**src/rtl/cgp_truth_table_evaluator.sv**
```systemverilog
// Exhaustive truth-table sweep and compare stage for CGP fitness evaluation.
// Drives every input vector into a golden netlist and a candidate netlist,
// then accumulates mismatching output bits, a per-output fail mask and the
// first failing vector.
module cgp_truth_table_evaluator #(
    parameter int unsigned N_IN  = 10,
    parameter int unsigned N_OUT = 8,
    parameter int unsigned LAT   = 0,
    parameter int unsigned CW    = N_IN + $clog2(N_OUT) + 1
) (
    input  logic             clk,
    input  logic             rst_n,
    input  logic             start,
    input  logic             abort,
    output logic [N_IN-1:0]  vec_out,
    output logic             vec_valid,
    input  logic [N_OUT-1:0] gold_in,
    input  logic [N_OUT-1:0] cand_in,
    output logic             busy,
    output logic             done,
    output logic [CW-1:0]    err_count,
    output logic [N_OUT-1:0] fail_mask,
    output logic [N_IN-1:0]  first_fail_vec,
    output logic             perfect
);

    typedef enum logic [1:0] {StIdle, StSweep, StDrain, StDone} state_t;

    state_t            state;
    logic              any_fail;
    logic              samp_valid;
    logic [N_IN-1:0]   samp_vec;
    logic              pipe_any;
    logic              flush;
    logic [N_OUT-1:0]  mismatch;
    logic [CW-1:0]     mis_cnt;

    // Abort only has an effect while a sweep is in flight.
    assign flush    = abort && ((state == StSweep) || (state == StDrain));
    assign mismatch = gold_in ^ cand_in;

    // Popcount of mismatching output bits for the current sample.
    always_comb begin
        mis_cnt = '0;
        for (int i = 0; i < N_OUT; i++) begin
            mis_cnt = mis_cnt + CW'(mismatch[i]);
        end
    end

    // Sample-valid delay line matching the latency of the external netlists.
    if (LAT == 0) begin : g_nolat
        assign samp_valid = vec_valid;
        assign samp_vec   = vec_out;
        assign pipe_any   = 1'b0;
    end else begin : g_lat
        logic [LAT-1:0]           pipe_valid;
        logic [LAT-1:0][N_IN-1:0] pipe_vec;

        // Shift vector/valid pairs; reset or abort empties the line.
        always_ff @(posedge clk) begin
            if (!rst_n || flush) begin
                pipe_valid <= '0;
                pipe_vec   <= '0;
            end else begin
                pipe_valid[0] <= vec_valid;
                pipe_vec[0]   <= vec_out;
                for (int i = 1; i < LAT; i++) begin
                    pipe_valid[i] <= pipe_valid[i-1];
                    pipe_vec[i]   <= pipe_vec[i-1];
                end
            end
        end

        assign samp_valid = pipe_valid[LAT-1];
        assign samp_vec   = pipe_vec[LAT-1];
        assign pipe_any   = |pipe_valid;
    end

    // Sweep controller and result accumulator with registered outputs.
    always_ff @(posedge clk) begin
        if (!rst_n) begin
            state          <= StIdle;
            vec_out        <= '0;
            vec_valid      <= 1'b0;
            busy           <= 1'b0;
            done           <= 1'b0;
            err_count      <= '0;
            fail_mask      <= '0;
            first_fail_vec <= '0;
            perfect        <= 1'b0;
            any_fail       <= 1'b0;
        end else begin
            done <= 1'b0;

            // An aborting edge discards the sample it would have taken.
            if (samp_valid && !flush) begin
                err_count <= err_count + mis_cnt;
                fail_mask <= fail_mask | mismatch;
                if ((|mismatch) && !any_fail) begin
                    first_fail_vec <= samp_vec;
                    any_fail       <= 1'b1;
                end
            end

            unique case (state)
                StIdle: begin
                    if (start) begin
                        state          <= StSweep;
                        vec_out        <= '0;
                        vec_valid      <= 1'b1;
                        busy           <= 1'b1;
                        err_count      <= '0;
                        fail_mask      <= '0;
                        first_fail_vec <= '0;
                        any_fail       <= 1'b0;
                        perfect        <= 1'b0;
                    end
                end
                StSweep: begin
                    if (flush) begin
                        state     <= StIdle;
                        vec_valid <= 1'b0;
                        busy      <= 1'b0;
                        perfect   <= 1'b0;
                    end else if (&vec_out) begin
                        // Last vector presented: hold it, never wrap to zero.
                        vec_valid <= 1'b0;
                        state     <= StDrain;
                    end else begin
                        vec_out <= vec_out + N_IN'(1);
                    end
                end
                StDrain: begin
                    if (flush) begin
                        state   <= StIdle;
                        busy    <= 1'b0;
                        perfect <= 1'b0;
                    end else if (!pipe_any) begin
                        // Delay line empty, so err_count is already final.
                        state   <= StDone;
                        busy    <= 1'b0;
                        done    <= 1'b1;
                        perfect <= (err_count == '0);
                    end
                end
                StDone: begin
                    state <= StIdle;
                end
                default: begin
                    state <= StIdle;
                end
            endcase
        end
    end

endmodule

```
**config.mk**
```make
export PLATFORM = sky130hd
export DESIGN_NAME = cgp_truth_table_evaluator
export DESIGN_NICKNAME = d
export VERILOG_FILES = /design/src/rtl/cgp_truth_table_evaluator.sv
export SDC_FILE = /design/constraint.sdc
export NUM_CORES = 1
export LEC_CHECK = 0
export ABC_AREA = 1
export BUFFER_PORTS_ARGS = -buffer_cell sky130_fd_sc_hd__buf_4
export CAP_MARGIN = 20
export CORE_ASPECT_RATIO = 0.7
export CORE_MARGIN = 2
export CORE_UTILIZATION = 31
export DETAILED_ROUTE_END_ITERATION = 16
export PLACE_DENSITY = 0.57
export SKIP_CTS_REPAIR_TIMING = 1
export SYNTH_ARGS = -nofsm -noshare
export SYNTH_HDL_FRONTEND = slang
export SYNTH_SLANG_ARGS = --single-unit
```
**constraint.sdc**
```tcl
create_clock -name clk -period 4.6 [get_ports clk]
set_input_delay 0.23 -clock clk [delete_from_list [all_inputs] [get_ports clk]]
set_output_delay 0.23 -clock clk [all_outputs]
set_load 0.1 [all_outputs]
```
==> metrics, run 1 <==
Tightest Hold Check Type input port to flop; prevailing post-synth register cell dfxtp_1; highest clock rate 284 MHz; antenna violations before repair 0; most frequent cell after synthesis nand2_1; synthesis-stage register bit count 49; Worst R2R Start err_count[0]$_SDFF_PN0_; fin crit share 0.764; slowest CP cell fa_1; # port buffers 65; cell type with the largest total area after synthesis dfxtp_1; Diodes inserted 0; post-synth top area share 0.356; Worst Reg2Reg Path Length in Cells 15; vias in the first global route 2395; worst path cell trace fa_1 -> fa_1 -> inv_1 -> fa_1 -> inv_1 -> fa_1 -> inv_1 -> fa_1 -> nand3b_1 -> nand2_1 -> nand3_1 -> nor2_1 -> nand3_1 -> nand2_1 -> nor2_1; Ys Warns 0; Chip Width 117 um; initial DRC count 141; TritonCTS clock tree yes; Final Net Count 515; worst skew pair latency 280 ps; RSZ-0062 raised after global routing no; synth top area cells dfxtp_1, nand2_1, inv_1; total core area 8550 um^2; gr ovfl total 0; Fillers 918; pin count of the biggest net entering global routing 32; register area share after synthesis 0.356; area of the multi-input gates 1400 um^2; Die Footprint 9660 um^2; TritonCTS buffer count 5; final clock skew 8.24 ps; VDD IR max 0.153 mV; final setup vio count 0; Mapped Area 2750 um^2; final slew viol count 0; vias per cell 4.44; measured slew at the worst slew-check pin 506 ps; Synth top cells by count nand2_1, inv_1, nor2_1; Crit path largest cell delay 540 ps; Reg2Reg Setup Slack 1080 ps; clk sinks 49; CP Max Fanout 4; share of layout cells above drive strength 1 0.173; via count 2665; status finished clean; Crit Path Class flop to flop; Tmin final 3520 ps; Register Area 981 um^2; synthesized area per cell 6.63 um^2; Post-synth ARST share 0; Cell Rows 28; H-Tree Depth 2; average wire per standard cell 11.1 um; Hold Crit Endpoint busy$_SDFFE_PN0P_; DP Wirelength 5220 um; synthesized instance count 415; hold path depth 3; Critical Path RT 4770 ps; Routability Congestion 0.812; first-pass GRT wire length 11500 um; Setup TNS 0 ps; Net Count, Synth 451; Crit. End Element flop; relative slew slack 0.662; r2r endpoint err_count[10]$_SDFF_PN0_; final instance area 3480 um^2; Routed Antenna Nets 0; I/O pin total 66; Die H 82.8 um; Worst EP arrival 3690 ps; Synth cell types 32; leakage 1.69 nW; Max Cap Viol 0; most frequent CP cell fa_1; dpl cell area 3350 um^2; P per Cell Area 358 nW/um^2; Post-synth EDFFs 0; Layout area overhead 26.6%; DRC viols 0; Reg clk slew, reported paths 60 ps; GRT Util Overall 0.146; Final Hold Viols 0; router iterations before antenna repair 5; hold path startpoint rst_n; root buffer cell clkbuf_16; maximum buffer depth of the clock tree 2; startpoint types flop; final wirelength 6680 um; starting density of the core 0.322
-- layer usage --
| layer | up-vias | routed length (um) | part of all wire | global-route usage |
|---|---|---|---|---|
| met2 | 59 | 2770 | 0.41 | 0.208 |
| met1 | 1192 | 3530 | 0.53 | 0.227 |
| met5 | - | 0 | 0 | 0 |
| li1 | 1412 | - | - | - |
| met4 | 0 | 15 | 0.0022 | 0.0225 |
| met3 | 2 | 358 | 0.054 | 0.0336 |
-- cell type report --
cell class,instances,share of cell area
clock buffers,8,0.0391
inverters,85,0.0916
multi-input cells,272,0.403
flip-flops and latches,49,0.282
well taps,120,0.0431
repair buffers,66,0.142
-- flip-flops by register name (all words and copies together), names as in the netlist --
signal          flops
any_fail            1
busy                1
done                1
err_count          14
fail_mask           8
first_fail_vec     10
perfect             1
state               2
vec_out            10
vec_valid           1
-- per-stage QoR --
stage	total power, mW	hold slack (ps)	cells	worst slack (ps)	util
after floorplan	0.814	368	415	515	-
after global placement	0.900	452	592	955	0.392
after detailed placement	0.903	465	592	918	0.392
after CTS	1.26	224	600	1070	0.408
after global routing	1.32	226	600	801	0.408
final	1.25	227	600	1080	0.408
-- worst max-delay path: cells and delay by family, from the launching register on --
| family | cells | cell delay, ps |
|---|---|---|
| fa+ha+maj | 5 | 2050 |
| simple gates | 7 | 700 |
| flops | 1 | 440 |
| buf+inv | 3 | 200 |
-- cells in the final DEF (no fill, tap or decap), drive strengths merged --
cell type  count
nand4         15
nand3         22
xor2           3
nand3b         1
nor4           2
nor2          54
o21ai         11
inv           84
clkinv         1
o21a           1
buf           66
nand2        107
o211ai         1
clkbuf         8
dfxtp         49
ha            11
o21bai         1
a21oi         29
nor3           7
fa             5
a31oi          2
-- power by group --
part / switching (mW) / leakage [nW] / internal, mW / total [mW]
Sequential: 0.0176 / 0.397 / 0.447 / 0.465
Combinational: 0.309 / 1.22 / 0.119 / 0.428
Clock: 0.152 / 0.0652 / 0.203 / 0.354
Total: 0.478 / 1.69 / 0.769 / 1.25
-- how the worst max path moves through the flow --
stage,to,slack [ps],depth (start not counted),start
floorplan,err_count[10]$_SDFF_PN0_,510,15,err_count[0]$_SDFF_PN0_
global placement,err_count[10]$_SDFF_PN0_,960,20,gold_in[0]
detailed placement,err_count[6]$_SDFF_PN0_,920,20,gold_in[0]
CTS,err_count[10]$_SDFF_PN0_,1070,15,err_count[0]$_SDFF_PN0_
global route,err_count[12]$_SDFF_PN0_,800,16,err_count[0]$_SDFF_PN0_
finish,err_count[10]$_SDFF_PN0_,1080,15,err_count[0]$_SDFF_PN0_
-- cell families after synthesis --
kind of cell,after synthesis,synth area share
AOI/OAI and AO/OA,45,0.0882
buffers and inverters,94,0.134
and+or+nand+nor,208,0.325
xor gates and xnor gates,3,0.00955
adders and majority gates,16,0.0864
DFF,49,0.356
(Power assumes the default switching activity.)
==> inputs of run 2 (changes only) <==
- ABC_AREA: 1 -> 0
- PLACE_DENSITY: 0.57 -> 0.6
- clock period: 4.6 -> 3.17 ns (I/O delays scaled with it)
==> metrics, run 2 <==
most frequent cells in the layout buf_4, dfxtp_1, nor2_1 (was nand2_1, inv_1, buf_4); final slew viol count 0 (unchanged); Diodes inserted 0 (unchanged); worst path cell trace fa_1 -> fa_1 -> inv_1 -> fa_1 -> inv_1 -> fa_2 -> inv_2 -> fa_2 -> nor2b_2 -> o21ai_4 -> a211oi_2 -> xnor2_1 -> nor2_1 (was fa_1 -> fa_1 -> inv_1 -> fa_1 -> inv_1 -> fa_1 -> inv_1 -> fa_1 -> nand3b_1 -> nand2_1 -> nand3_1 -> nor2_1 -> nand3_1 -> nand2_1 -> nor2_1); TritonCTS buffer count 5 (unchanged); worst skew pair latency 310 ps (was 280 ps); Worst EP arrival 3510 ps (was 3690 ps); final setup vio count 10 (was 0); cell type with the largest total area after synthesis dfxtp_1 (unchanged); Synth cell types 43 (was 32); Cell Count Post-Placement 433 (was 592); Critical Path RT 3340 ps (was 4770 ps); crit path capture err_count[12]$_SDFF_PN0_ (was err_count[10]$_SDFF_PN0_); highest clock rate 300 MHz (was 284 MHz); failing checks setup timing; gr ovfl total 0 (unchanged); root buffer cell clkbuf_8 (was clkbuf_16); router iterations before antenna repair 4 (was 5); most frequent CP cell fa_1 (unchanged); Synth top cells by count dfxtp_1, nor2_1, a21oi_1 (was nand2_1, inv_1, nor2_1); first-pass GRT wire length 9770 um (was 11500 um); Final Hold Viols 0 (unchanged); Setup TNS -1250 ps (was 0 ps); DRC viols 0 (unchanged); P per Cell Area 459 nW/um^2 (was 358 nW/um^2); Post-synth ARST share 0 (unchanged); RSZ-0062 raised after global routing yes (was no); max FFs per register 14 (unchanged); Post-synth EDFFs 0 (unchanged); antenna violations before repair 0 (unchanged); synth top area cells dfxtp_1, ha_1, nor2_1 (was dfxtp_1, nand2_1, inv_1); initial DRC count 90 (was 141); synthesis-stage register bit count 49 (unchanged); post-synth top area share 0.402 (was 0.356); most common cell after layout, fill and taps aside buf_4 (was nand2_1); maximum buffer depth of the clock tree 2 (unchanged); Crit. End Element flop (unchanged); Final Net Count 380 (was 515); critical path depth 13 (was 15); register area share after synthesis 0.402 (was 0.356); vias per cell 4.78 (was 4.44); I/O pin total 66 (unchanged); Mapped Area 2440 um^2 (was 2750 um^2); average wire per standard cell 13.9 um (was 11.1 um); r2r endpoint err_count[12]$_SDFF_PN0_ (was err_count[10]$_SDFF_PN0_); fin crit share 1.05 (was 0.764); Worst R2R Start err_count[0]$_SDFF_PN0_ (unchanged); Worst Reg2Reg Path Length in Cells 13 (was 15); top flop regs err_count x14, first_fail_vec x10, vec_out x10 (unchanged); DP Wirelength 4660 um (was 5220 um); Routed Antenna Nets 0 (unchanged); clk sinks 49 (unchanged); final core occ 0.420 (was 0.408); pin count of the biggest net entering global routing 22 (was 32); total core area 7740 um^2 (was 8550 um^2); Biggest register err_count (unchanged); Chip Width 110 um (was 117 um); leakage 1.43 nW (was 1.69 nW); Cell Rows 27 (was 28); most frequent cell after synthesis dfxtp_1 (was nand2_1); H-Tree Depth 2 (unchanged); crit path buf inv count 3 (unchanged); relative slew slack 0.458 (was 0.662); status complete, but fails checks (was finished clean); Routability Congestion 0.787 (was 0.812); Worst Setup SP err_count[0]$_SDFF_PN0_ (unchanged); hold path startpoint rst_n (unchanged); Crit path largest cell delay 490 ps (was 540 ps); Reg clk slew, reported paths 90 ps (was 60 ps); Reg2Reg Setup Slack -160 ps (was 1080 ps); # port buffers 65 (unchanged); GRT Util Overall 0.146 (about the same); CP Max Fanout 5 (was 4); Fin Hold WS 143 ps (was 227 ps); Crit Path Class flop to flop (unchanged); Max Cap Viol 0 (unchanged); final wirelength 6180 um (was 6680 um); starting density of the core 0.315 (was 0.322); slowest CP cell fa_1 (unchanged); synthesized area per cell 9.20 um^2 (was 6.63 um^2); startpoint types flop (unchanged); Die Footprint 8600 um^2 (was 9660 um^2); VDD IR max 0.230 mV (was 0.153 mV); Net Count, Synth 301 (was 451); via count 2131 (was 2665); Tightest Hold Check Type input port to flop (unchanged); Post-Layout Cell Count 446 (was 600); Die H 78.2 um (was 82.8 um); Tmin final 3330 ps (was 3520 ps); vias in the first global route 1862 (was 2395); CP delay by family, top adder cells (unchanged); Ys Warns 0 (unchanged); final clock skew 8.46 ps (was 8.24 ps); TritonCTS clock tree yes (unchanged); prevailing post-synth register cell dfxtp_1 (unchanged); Layout area overhead 33.4% (was 26.6%); share of layout cells above drive strength 1 0.287 (was 0.173); synthesized instance count 265 (was 415); measured slew at the worst slew-check pin 811 ps (was 506 ps); worst setup margin -164 ps (was 1080 ps)
## run 2: cell count changes after synthesis, sizes merged, moves of 8 or more
| cell | change |
|---|---|
| xnor2 | +9 |
| nand3 | -11 |
| inv | -72 |
| nand4 | -11 |
| nand2 | -90 |
| mux2i | +12 |
| xor2 | +12 |
| nor2 | -18 |
| a21oi | -8 |
## run 2: power by group
part	internal, mW	switching [mW]	total, mW
combinational	0.187	0.296	0.483
sequential	0.631	0.0126	0.643
clock	0.157	0.207	0.365
## run 2: worst min path at each step
stage	depth (start not counted)	endpoint	slack, ps
4_1_cts	2	state[0]$_SDFFE_PN0P_	140
5_1_grt	2	busy$_SDFFE_PN0P_	140
6_report	2	state[0]$_SDFFE_PN0P_	140
3_3_place_gp	2	fail_mask[3]$_SDFF_PN0_	450
3_5_place_dp	2	fail_mask[3]$_SDFF_PN0_	460
2_1_floorplan	3	vec_out[1]$_SDFFE_PN0P_	390
## run 2: routing by layer
| layer | up-vias | part of all wire | routed length, um | GRT usage |
|---|---|---|---|---|
| met5 | - | 0 | 0 | 0 |
| met4 | 0 | 0.018 | 109 | 0.0532 |
| met3 | 9 | 0.040 | 245 | 0.0274 |
| met2 | 39 | 0.40 | 2480 | 0.179 |
| met1 | 996 | 0.54 | 3350 | 0.239 |
| li1 | 1087 | - | - | - |
## run 2: logic make-up (layout without fill, tap and decap cells)
group,Yosys count,after routing,synth area share
XOR/XNOR,24,24,0.0862
AO/OA/AOI/OAI,48,48,0.129
buffers and inverters,18,98,0.0349
adder cells (fa/ha/maj),16,16,0.0975
flip-flops,49,49,0.402
AND/OR/NAND/NOR,97,97,0.196
multiplexers,13,13,0.0539
## run 2: metrics by stage
| step | power, mW | instance area [um^2] | setup WS [ps] |
|---|---|---|---|
| floorplan | 0.999 | 2480 | -281 |
| global placement | 1.12 | 3120 | -282 |
| detailed placement | 1.12 | 3120 | -339 |
| CTS | 1.48 | 3200 | -163 |
| global route | 1.57 | 3250 | -325 |
| finish | 1.49 | 3250 | -164 |
## run 2: area by class of cell
class | instances | area, um^2
fill | 772 | 4480
multi-input combinational | 198 | 1420
sequential | 49 | 985
timing repair buffer | 78 | 593
tap | 101 | 126
clock buffer | 8 | 80.1
inverter | 12 | 45.0
==> inputs of run 3 (changes only) <==
- REMOVE_ABC_BUFFERS: default -> 1
==> metrics, run 3 (synthesis results as in run 2) <==
maximum buffer depth of the clock tree 2 (unchanged); Cell Rows 27 (unchanged); Die H 78.2 um (unchanged); root buffer cell clkbuf_8 (unchanged); GRT Util Overall 0.146 (unchanged); max FFs per register 14 (unchanged); via count 2116 (was 2131); Final Net Count 377 (was 380); worst skew pair latency 300 ps (was 310 ps); final wirelength 6040 um (was 6180 um); average wire per standard cell 13.6 um (was 13.9 um); CP Max Fanout 5 (unchanged); Post-Layout Cell Count 443 (was 446); worst path cell trace fa_1 -> fa_1 -> inv_2 -> fa_1 -> inv_2 -> fa_2 -> inv_1 -> fa_2 -> nor2b_1 -> o21ai_1 -> buf_4 -> a211oi_2 -> xnor2_1 -> nor2_1 (was fa_1 -> fa_1 -> inv_1 -> fa_1 -> inv_1 -> fa_2 -> inv_2 -> fa_2 -> nor2b_2 -> o21ai_4 -> a211oi_2 -> xnor2_1 -> nor2_1); VDD IR max 0.260 mV (was 0.230 mV); DP Wirelength 4560 um (was 4660 um); Worst EP arrival 3650 ps (was 3510 ps); RSZ-0062 raised after global routing yes (unchanged); DRC viols 0 (unchanged); starting density of the core 0.315 (unchanged); final slew viol count 0 (unchanged); Tmin final 3480 ps (was 3330 ps); initial DRC count 96 (was 90); I/O pin total 66 (unchanged); failing checks setup timing (unchanged); fin crit share 1.10 (was 1.05); first-pass GRT wire length 9800 um (was 9770 um); status complete, but fails checks (unchanged); antenna violations before repair 0 (unchanged); vias per cell 4.78 (about the same); Biggest register err_count (unchanged); Cell Count Post-Placement 435 (was 433); final clock skew 9.82 ps (was 8.46 ps); P per Cell Area 490 nW/um^2 (was 459 nW/um^2); crit path buf inv count 4 (was 3); Tightest Hold Check Type input port to flop (unchanged); H-Tree Depth 2 (unchanged); Routability Congestion 0.818 (was 0.787); Crit. End Element flop (unchanged); most common cell after layout, fill and taps aside buf_4 (unchanged); vias in the first global route 1949 (was 1862); Crit path largest cell delay 540 ps (was 490 ps); Chip Width 110 um (unchanged); Die Footprint 8600 um^2 (unchanged); Critical Path RT 3340 ps (about the same); most frequent CP cell fa_1 (unchanged); total core area 7740 um^2 (unchanged); DP Worst Slack -739 ps (was -339 ps); router iterations before antenna repair 4 (unchanged); worst setup margin -314 ps (was -164 ps); gr ovfl total 0 (unchanged); startpoint types flop (unchanged); # port buffers 65 (unchanged); final instance area 3260 um^2 (was 3250 um^2); area of the multi-input gates 1410 um^2 (was 1420 um^2); pin count of the biggest net entering global routing 19 (was 22); share of layout cells above drive strength 1 0.284 (was 0.287); Fin Hold WS 158 ps (was 143 ps); CP delay by family, top adder cells (unchanged); dpl cell area 3090 um^2 (was 3120 um^2); Register Area 982 um^2 (was 985 um^2); measured slew at the worst slew-check pin 763 ps (was 811 ps); TritonCTS clock tree yes (unchanged); Routed Antenna Nets 0 (unchanged); final core occ 0.421 (was 0.420); slowest CP cell fa_1 (unchanged); Final Hold Viols 0 (unchanged); Crit Path Class flop to flop (unchanged); top flop regs err_count x14, first_fail_vec x10, vec_out x10 (unchanged); TritonCTS buffer count 5 (unchanged); highest clock rate 287 MHz (was 300 MHz); Diodes inserted 0 (unchanged); relative slew slack 0.490 (was 0.458); Reg clk slew, reported paths 90 ps (about the same); most frequent cells in the layout buf_4, dfxtp_1, nor2_1 (unchanged); Max Cap Viol 0 (unchanged); final setup vio count 11 (was 10); Fillers 775 (was 772); Layout area overhead 33.6% (was 33.4%); leakage 1.45 nW (was 1.43 nW); clk sinks 49 (unchanged)
run 3: cell types whose count changed in the layout (fill, tap and decap cells not counted), moves of 2 or more:
| cell | delta |
|---|---|
| buf_4 | -3 |
| a21oi_2 | -2 |
| a21oi_1 | +2 |
| o21ai_0 | +2 |
| clkbuf_1 | -3 |
run 3: worst reg2reg max path: stages (launching register included):
cell      delay (ps)
dfxtp_2          340
fa_1             480
fa_1             550
inv_2             40
fa_1             450
inv_2             80
fa_2             220
inv_1             60
fa_2             350
nor2b_1          120
o21ai_1           70
buf_4            160
a211oi_2         230
xnor2_1          150
nor2_1            50
run 3: per-layer routing:
| layer | share of wire | up-vias | global-route usage |
|---|---|---|---|
| met5 | 0 | - | 0 |
| met4 | 0.0061 | 0 | 0.0354 |
| li1 | - | 1084 | - |
| met3 | 0.055 | 5 | 0.0357 |
| met2 | 0.41 | 57 | 0.201 |
| met1 | 0.53 | 970 | 0.223 |
run 3: power breakdown:
group / internal, mW / switching, mW / leakage (nW)
registers: 0.631 / 0.0131 / 0.396
clock network: 0.257 / 0.213 / 0.0574
logic: 0.185 / 0.296 / 0.992
total: 1.07 / 0.522 / 1.45
run 3: stage by stage:
stage	setup TNS [ps]	power (mW)
after floorplan	-12800	0.979
after global placement	-5690	1.11
after detailed placement	-7620	1.12
after CTS	-5210	1.60
after global routing	-4150	1.69
final	-2540	1.60
run 3: final timing paths:
check	cells past startpoint	slack, ps	to	startpoint
worst min-delay path	2	160	state[0]$_SDFFE_PN0P_	rst_n
worst min register to register	2	480	fail_mask[1]$_SDFF_PN0_	fail_mask[1]$_SDFF_PN0_
worst max-delay path	14	-310	err_count[10]$_SDFF_PN0_	err_count[0]$_SDFF_PN0_
worst max register to register	14	-310	err_count[10]$_SDFF_PN0_	err_count[0]$_SDFF_PN0_
run 3: area by class of cell:
type / instances / area share
clock buffer: 6 / 0.0254
clock inverter: 2 / 0.0115
inverter: 12 / 0.0138
multi-input combinational: 198 / 0.434
sequential: 49 / 0.302
tap: 101 / 0.0388
timing repair buffer: 75 / 0.175
